File: src/rtl/oam_port_arbiter.sv
// Arbitrates the single-port OAM RAM between the sprite scanner (reads) and the host (reads/writes).
// state   | meaning
// IDLE    | grant decision; host writes complete here without leaving IDLE
// SCAN_RD | scanner read in flight, waiting out RAM latency
// HOST_RD | host read in flight, waiting out RAM latency
module oam_port_arbiter #(
  parameter int ADDR_W   = 7,
  parameter int DATA_W   = 32,
  parameter int RD_LAT   = 1,
  parameter int HOST_MAX = 4
) (
  input  logic              clock,
  input  logic              reset,
  input  logic              clear,
  input  logic              scan_active,
  input  logic              scan_read,
  input  logic [ADDR_W-1:0] scan_addr,
  output logic              scan_avail,
  output logic [DATA_W-1:0] scan_data,
  output logic              scan_overrun,
  input  logic              host_req,
  input  logic              host_we,
  input  logic [ADDR_W-1:0] host_addr,
  input  logic [DATA_W-1:0] host_wdata,
  output logic              host_ack,
  output logic [DATA_W-1:0] host_rdata,
  output logic              ram_en,
  output logic              ram_we,
  output logic [ADDR_W-1:0] ram_addr,
  output logic [DATA_W-1:0] ram_wdata,
  input  logic [DATA_W-1:0] ram_rdata
);

  localparam int SV_W = $clog2(HOST_MAX + 1);

  typedef enum logic [1:0] {IDLE, SCAN_RD, HOST_RD} state_t;

  state_t            state, state_nxt;
  logic [1:0]        cnt, cnt_nxt;
  logic              pend;
  logic [ADDR_W-1:0] pend_addr;
  logic              clr_seen;
  logic              wr_ack_q;
  logic [SV_W-1:0]   starve;
  logic [DATA_W-1:0] scan_data_q, host_rdata_q;
  logic              host_elig, scan_elig, grant_host, grant_scan, rd_done;

  always_ff @(posedge clock or posedge reset) begin
    if (reset) begin
      state        <= IDLE;
      cnt          <= 2'd0;
      pend         <= 1'b0;
      pend_addr    <= '0;
      clr_seen     <= 1'b0;
      wr_ack_q     <= 1'b0;
      starve       <= '0;
      scan_overrun <= 1'b0;
      scan_data_q  <= '0;
      host_rdata_q <= '0;
    end else begin
      state    <= state_nxt;
      cnt      <= cnt_nxt;
      wr_ack_q <= grant_host && host_we;
      clr_seen <= (state == SCAN_RD) && !rd_done && (clr_seen || clear);
      if (scan_read && pend && !grant_scan && !clear)
        scan_overrun <= 1'b1;
      // A granted pending entry frees the latch for a same-cycle scan_read.
      if (clear) begin
        pend <= 1'b0;
      end else if (grant_scan) begin
        pend <= pend && scan_read;
        if (pend && scan_read) pend_addr <= scan_addr;
      end else if (scan_read && !pend) begin
        pend      <= 1'b1;
        pend_addr <= scan_addr;
      end
      if (!host_req || grant_host)
        starve <= '0;
      else if (grant_scan && starve != SV_W'(HOST_MAX))
        starve <= starve + SV_W'(1);
      if (scan_avail) scan_data_q <= ram_rdata;
      if (state == HOST_RD && rd_done) host_rdata_q <= ram_rdata;
    end
  end

  always_comb begin
    rd_done    = (cnt == 2'd0);
    // A host write is still acknowledging while host_req is high; keep it from re-granting.
    host_elig  = host_req && !wr_ack_q && !reset;
    scan_elig  = (pend || scan_read) && !clear && !reset;
    grant_host = 1'b0;
    grant_scan = 1'b0;
    if (state == IDLE) begin
      if (scan_active) begin
        if (host_elig && starve == SV_W'(HOST_MAX)) grant_host = 1'b1;
        else if (scan_elig)                         grant_scan = 1'b1;
        else if (host_elig)                         grant_host = 1'b1;
      end else begin
        if (host_elig)      grant_host = 1'b1;
        else if (scan_elig) grant_scan = 1'b1;
      end
    end

    state_nxt = state;
    cnt_nxt   = cnt;
    case (state)
      IDLE: begin
        if (grant_scan) begin
          state_nxt = SCAN_RD;
          cnt_nxt   = 2'(RD_LAT - 1);
        end else if (grant_host && !host_we) begin
          state_nxt = HOST_RD;
          cnt_nxt   = 2'(RD_LAT - 1);
        end
      end
      SCAN_RD, HOST_RD: begin
        if (rd_done) state_nxt = IDLE;
        else         cnt_nxt   = cnt - 2'd1;
      end
      default: state_nxt = IDLE;
    endcase

    ram_en    = grant_host || grant_scan;
    ram_we    = grant_host && host_we;
    ram_addr  = '0;
    if (grant_host)      ram_addr = host_addr;
    else if (grant_scan) ram_addr = pend ? pend_addr : scan_addr;
    ram_wdata = (grant_host && host_we) ? host_wdata : '0;

    scan_avail = (state == SCAN_RD) && rd_done && !clr_seen && !clear;
    host_ack   = wr_ack_q || ((state == HOST_RD) && rd_done);
    scan_data  = scan_avail ? ram_rdata : scan_data_q;
    host_rdata = ((state == HOST_RD) && rd_done) ? ram_rdata : host_rdata_q;
  end

endmodule
File: config.mk
export PLATFORM = sky130hd
export DESIGN_NAME = oam_port_arbiter
export DESIGN_NICKNAME = d
export VERILOG_FILES = /design/src/rtl/oam_port_arbiter.sv
export SDC_FILE = /design/constraint.sdc
export NUM_CORES = 1
export LEC_CHECK = 0
export ABC_AREA = 1
export CORE_UTILIZATION = 40
export CTS_BUF_LIST = sky130_fd_sc_hd__clkbuf_4 sky130_fd_sc_hd__clkbuf_8
export DETAILED_ROUTE_END_ITERATION = 8
export PLACE_DENSITY = 0.8
export RECOVER_POWER = 50
export SLEW_MARGIN = 20
export SYNTH_ARGS = -nofsm -noshare
export SYNTH_HDL_FRONTEND = slang
export SYNTH_SLANG_ARGS = --single-unit
File: constraint.sdc
create_clock -name clock -period 9.47 [get_ports clock]
set_input_delay 0.947 -clock clock [delete_from_list [all_inputs] [get_ports clock]]
set_output_delay 0.947 -clock clock [all_outputs]
set_load 0.005 [all_outputs]
# Word level (Yosys, flattened, before mapping)
# Index checks and enable logic that the tools add are counted.
[op_classes]
n_addsub = 2
n_eq_ne = 8
n_mux = 32
bitwise = 1
n_reduce_logical = 42
[ops]
columns = ["op", "n"]
rows = [
  ["2-to-1 mux 32 bit", 3],
  ["2-to-1 mux 7 bit", 6],
  ["logical AND 1 bit", 18],
  ["2-to-1 mux 1 bit", 13],
  ["2-to-1 mux 2 bit", 6],
  ["zero test 1 bit", 9],
  ["case mux 2 bit (2 select lines)", 2],
  ["2-to-1 mux 3 bit", 2],
  ["AND reduction 3 bit", 2],
  ["nonzero test 2 bit", 3],
  ["logical OR 1 bit", 5],
  ["zero test 2 bit", 2],
  ["inequality test 2 bit (second input constant)", 2],
  ["adder 3 x 1 -> 3 bit (second input constant)", 1],
  ["equality test 3 bit (second input constant)", 1],
  ["inequality test 3 x 2 -> 1 bit (second input constant)", 1],
  ["inequality test 3 bit (second input constant)", 1],
  ["nonzero test 3 bit", 1],
  ["equality test 2 x 1 -> 1 bit (second input constant)", 1],
  ["equality test 2 bit (second input constant)", 1],
  ["inequality test 2 x 1 -> 1 bit (second input constant)", 1],
  ["AND reduction 2 bit", 1],
  ["OR reduction 2 bit", 1],
  ["subtractor 2 x 1 -> 2 bit (second input constant)", 1],
  ["inverter 1 bit", 1],
]
[word_totals]
ff_bits = 82
in_bits = 85
output_inout_bits = 108
word_cells = 95

# Depth between registers and ports, before layout
[logic_depth]
depth_word = 12
mapped_depth = 11

# Least setup slack after synthesis
# Ideal clock, no wire load.
[synth_timing]
path_type = "in2out"
start = "input reset"
end = "output ram_wdata[10]"
arrival_time_ns = 3.511
path_slack_ns = 5.012
stages = 7
path_cell_list = "inv_1 > nand3_4 > nand2_2 > nor2_4 > inv_2 > buf_6 > nor2_2"
[synth_between]
elab_chain_len = 9
elab_cells_between_ends = 11
[synth_rtl]
columns = ["item", "line_no", "source"]
rows = [
  ["start, declared", "13", "input logic reset,"],
  ["zero test 1 bit *", "89, 90", ""],
  ["logical AND 1 bit", "89", "host_elig = host_req && !wr_ack_q && !reset;"],
  ["2-to-1 mux 1 bit", "97, 99", ""],
  ["2-to-1 mux 1 bit", "96", "else if (scan_elig) grant_scan = 1'b1;"],
  ["2-to-1 mux 1 bit", "95", "if (host_elig && starve == SV_W'(HOST_MAX)) grant_host = 1'b1;"],
  ["2-to-1 mux 1 bit *", "94", "if (scan_active) begin"],
  ["2-to-1 mux 1 bit *", "93", "if (state == IDLE) begin"],
  ["logical AND 1 bit *", "--", ""],
  ["named net ram_we", "28", "output logic ram_we,"],
  ["2-to-1 mux 32 bit *", "128", "ram_wdata = (grant_host && host_we) ? host_wdata : '0;"],
  ["end, declared", "30", "output logic [DATA_W-1:0] ram_wdata,"],
]
# The timed path passes the listed nets; every way through them passes the cells marked *.

# Worst setup path in the final report
[layout_timing]
start = "input clear"
end = "output scan_data[22]"
[layout_between]
elab_chain_len = 3
[layout_rtl]
columns = ["item", "line_no", "source"]
rows = [
  ["start, declared", "14", "input logic clear,"],
  ["zero test 1 bit", "130", "scan_avail = (state == SCAN_RD) && rd_done && !clr_seen && !clear;"],
  ["logical AND 1 bit", "130", ""],
  ["2-to-1 mux 32 bit", "132", "scan_data = scan_avail ? ram_rdata : scan_data_q;"],
  ["end, declared", "19", "output logic [DATA_W-1:0] scan_data,"],
]
# Every way passes these cells.

==> results.yml <==
clock_tree:
  cts_hold_buf: 0
  postCtsSetupBuffers: 0
  clockBufferDepth: 2
  cts.sinks: 82
  clkTransAtPathRegs_ps: 90
  cts_buffers: 9
  clk_latency_ps: 350
  cts_tree: "yes"
  cts_resized: 0
  root_buffer: "clkbuf_8"
  ctsHtreeMaxLevel: 3
worst_setup_path:
  setup.worst_path.start_class: "primary input"
  crit_path_end_kind: "output pin"
  critPathArrivalTime_ps: 4600
  cp_max_fo: 65
  cp_data_required_time_ps: 8520
  crit_type: "primary input to output pin"
synth:
  ys_top_cells_by_count: "137 x nand2_1, 82 x dfrtp_1, 80 x inv_1, 65 x o21ai_0, 23 x nor2_2"
  synth.most_common_cell: "nand2_1"
  syn_avg_cell_area_sq_um: 8.17
  synth_warnings: 0
  netlist_area_sq_mm: 0.00390
  synth_top_cell_area_share_pct: 52.6
  ys_ff_latch: 82
  synth_edf_count: 0
  synthDistinctLibCells: 26
  synth_ff_type: "dfrtp_1"
  syn_inst: 477
  synth_fp_nets: 568
  synthTopCellsByArea: "dfrtp_1 53%, nand2_1 13%, o21ai_0 8.3%, inv_1 7.7%, nor2_2 3.7%"
  yosysSeqAreaShare_pct: 52.6
  synth_top_area_cell: "dfrtp_1"
  synthArstFlopShare_pct: 100
layout:
  syn_to_final_growth_pct: 55.5
  fin_area_sq_mm: 0.00606
  antenna_cells: 0
  nets: 753
  multi_input_area_sq_mm: 0.00140
  fillers: 753
  seq_area_sq_mm: 0.00205
  layout-drive-gt1-share_pct: 7.35
pwr:
  p_comb_share_pct: 48.4
  sequentialPowerShare_pct: 34.5
  cellPowerDensity_mw_per_mm2: 252
  switchingPower_uw: 513
  clkPwrFrac_pct: 17.1
  vdd_drop_max_v: 0.0000844
  p_leak_nw: 2.95
  intPower_mw: 1.02
  switching_share_pct: 33.5
timing:
  min_period_over_period_pct: 58.5
  tightest_slew_ps: 4370
  min_period_ps: 5540
  rsz0062_at_grt: "false"
  setup_viol: 0
  slew_headroom_pct: -191
  fmax_mhz: 180
  hold_viol_final: 0
  finClkSkew_ps: 11.0
  holdWs_ps: 476
  final_max_slew_viol_count: 215
  worst_slack_ps: 3930
  tns_ps: 0
global_route:
  grt_util_all_layers_pct: 21.2
  grt_pass1_wl_mm: 16.8
  grt-ovfl-total: 0
  grt_pass1_vias: 3696
  grt_start_max_net_pins: 83
  antenna_found_initial: 0
place:
  dp_slack_ps: 4790
  dpl.hpwl_mm: 8.22
  gp_congestion: 0.767
  port_buffers: 192
  place_area_sq_mm: 0.00589
routing:
  drt_iter0_markers: 115
  num_vias: 3675
  dr.pass1.iters: 4
  drt_wl_total_mm: 10.7
  drc_errors: 0
  vias_per_cell: 4.62
  post_drt_wl_per_cell_um: 13.5
  ant_nets: 0
run:
  maxCapViolCount: 3
die:
  fp.coreArea_sq_mm: 0.00933
  ioPinCount: 193
  initial_core_util_pct: 41.8
  rows: 35
  fp.dieW_um: 101
  die_h_um: 101
  fp.dieArea_sq_mm: 0.0101
status:
  outcome: "finished, violations left"
  violations: "capacitance limit, slew limit"
worst_hold_path:
  hp-class: "flip-flop to flip-flop"
==> kinds of logic after synthesis <==
family	after synthesis	synth area share [%]
AND/OR/NAND/NOR	213	24.8
buffers and inverters	103	10.7
flip-flops	82	52.6
AO/OA/AOI/OAI	72	9.70
adder cells (fa/ha/maj)	6	1.93
XOR/XNOR	1	0.225
==> cell type report <==
class                      instances  area share, %
inverter                          84           5.22
clock buffer                      11           2.39
tap                              129           2.66
timing repair buffer             193           31.8
multi-input combinational        292           23.1
sequential                        82           33.9
clock inverter                     5           1.03
==> flip-flops by register name, indices dropped and copies added (netlist names) <==
signal and cells:
scan_data_q 32, pend_addr 7, scan_overrun 1, clr_seen 1
state 2, host_rdata_q 32, starve 3, cnt 2
pend 1, wr_ack_q 1
==> critical path, stage by stage <==
cell and delay (ps):
dlygate4sd3_1 600, nor2_1 160, nand3_1 1320, o21ai_0 910, clkdlybuf4s50_1 630
==> layer usage <==
| layer | part of all wire, % | vias to the layer above | wire (um) | track usage, % |
|---|---|---|---|---|
| li1 | - | 1824 | - | - |
| met1 | 40 | 1673 | 4280 | 23.7 |
| met2 | 49 | 164 | 5250 | 38.4 |
| met3 | 8.7 | 14 | 938 | 5.62 |
| met4 | 2.6 | 0 | 276 | 8.70 |
| met5 | 0 | - | 0 | 0 |
==> power groups by stage <==
stage               Sequential (mW)  Combinational (mW)  Clock [mW]
finish                        0.528               0.741       0.262
global placement              0.529               0.728           0
detailed placement            0.533               0.754           0
global route                  0.540               0.822       0.286
floorplan                     0.520               0.318           0
CTS                           0.527               0.759       0.269
==> cells in the final DEF, fill, tap and decap left out <==
master | synthesis | layout
clkbuf_4 | 0 | 1
clkbuf_1 | 11 | 1
inv_6 | 0 | 1
nand4_1 | 7 | 7
nand2_2 | 3 | 2
clkbuf_8 | 0 | 10
nand3_1 | 19 | 20
clkinvlp_4 | 0 | 2
a21oi_1 | 2 | 2
ha_1 | 6 | 6
dfrtp_1 | 82 | 82
a21oi_4 | 1 | 1
inv_1 | 80 | 80
bufinv_16 | 0 | 1
clkinv_4 | 0 | 1
inv_2 | 4 | 3
clkinvlp_2 | 0 | 1
xor2_1 | 1 | 1
nand2_1 | 137 | 138
nor2_4 | 2 | 2
clkdlybuf4s50_1 | 0 | 189
nor2_1 | 18 | 20
nand4_2 | 1 | 1
nand3_4 | 1 | 1
dlygate4sd3_1 | 0 | 3
nor2_2 | 23 | 22
o31ai_1 | 1 | 1
o21ai_0 | 65 | 68
==> per-stage QoR <==
step	cells	power (mW)	util (%)
final	796	1.53	65.0
after global routing	796	1.65	65.0
after floorplan	477	0.838	-
after global placement	780	1.26	63.2
after CTS	796	1.55	65.4
after detailed placement	780	1.29	63.2
==> final timing paths <==
| path | start | endpoint | slack (ps) | depth (start not counted) |
|---|---|---|---|---|
| min in group asynchronous | reset | state[0]$_DFFE_PP0P_ | 3000 | 3 |
| max in group asynchronous | reset | host_rdata_q[7]$_DFF_PP0_ | 4040 | 3 |
| hold / removal | scan_overrun$_DFFE_PP0P_ | scan_overrun$_DFFE_PP0P_ | 480 | 2 |
| setup reg to reg | cnt[0]$_DFFE_PP0P_ | scan_data_q[22]$_DFF_PP0_ | 6370 | 4 |
| setup / recovery | clear | scan_data[22] | 3930 | 5 |
| hold reg to reg | scan_overrun$_DFFE_PP0P_ | scan_overrun$_DFFE_PP0P_ | 480 | 2 |
No activity file was read; power rests on OpenSTA's default activity.
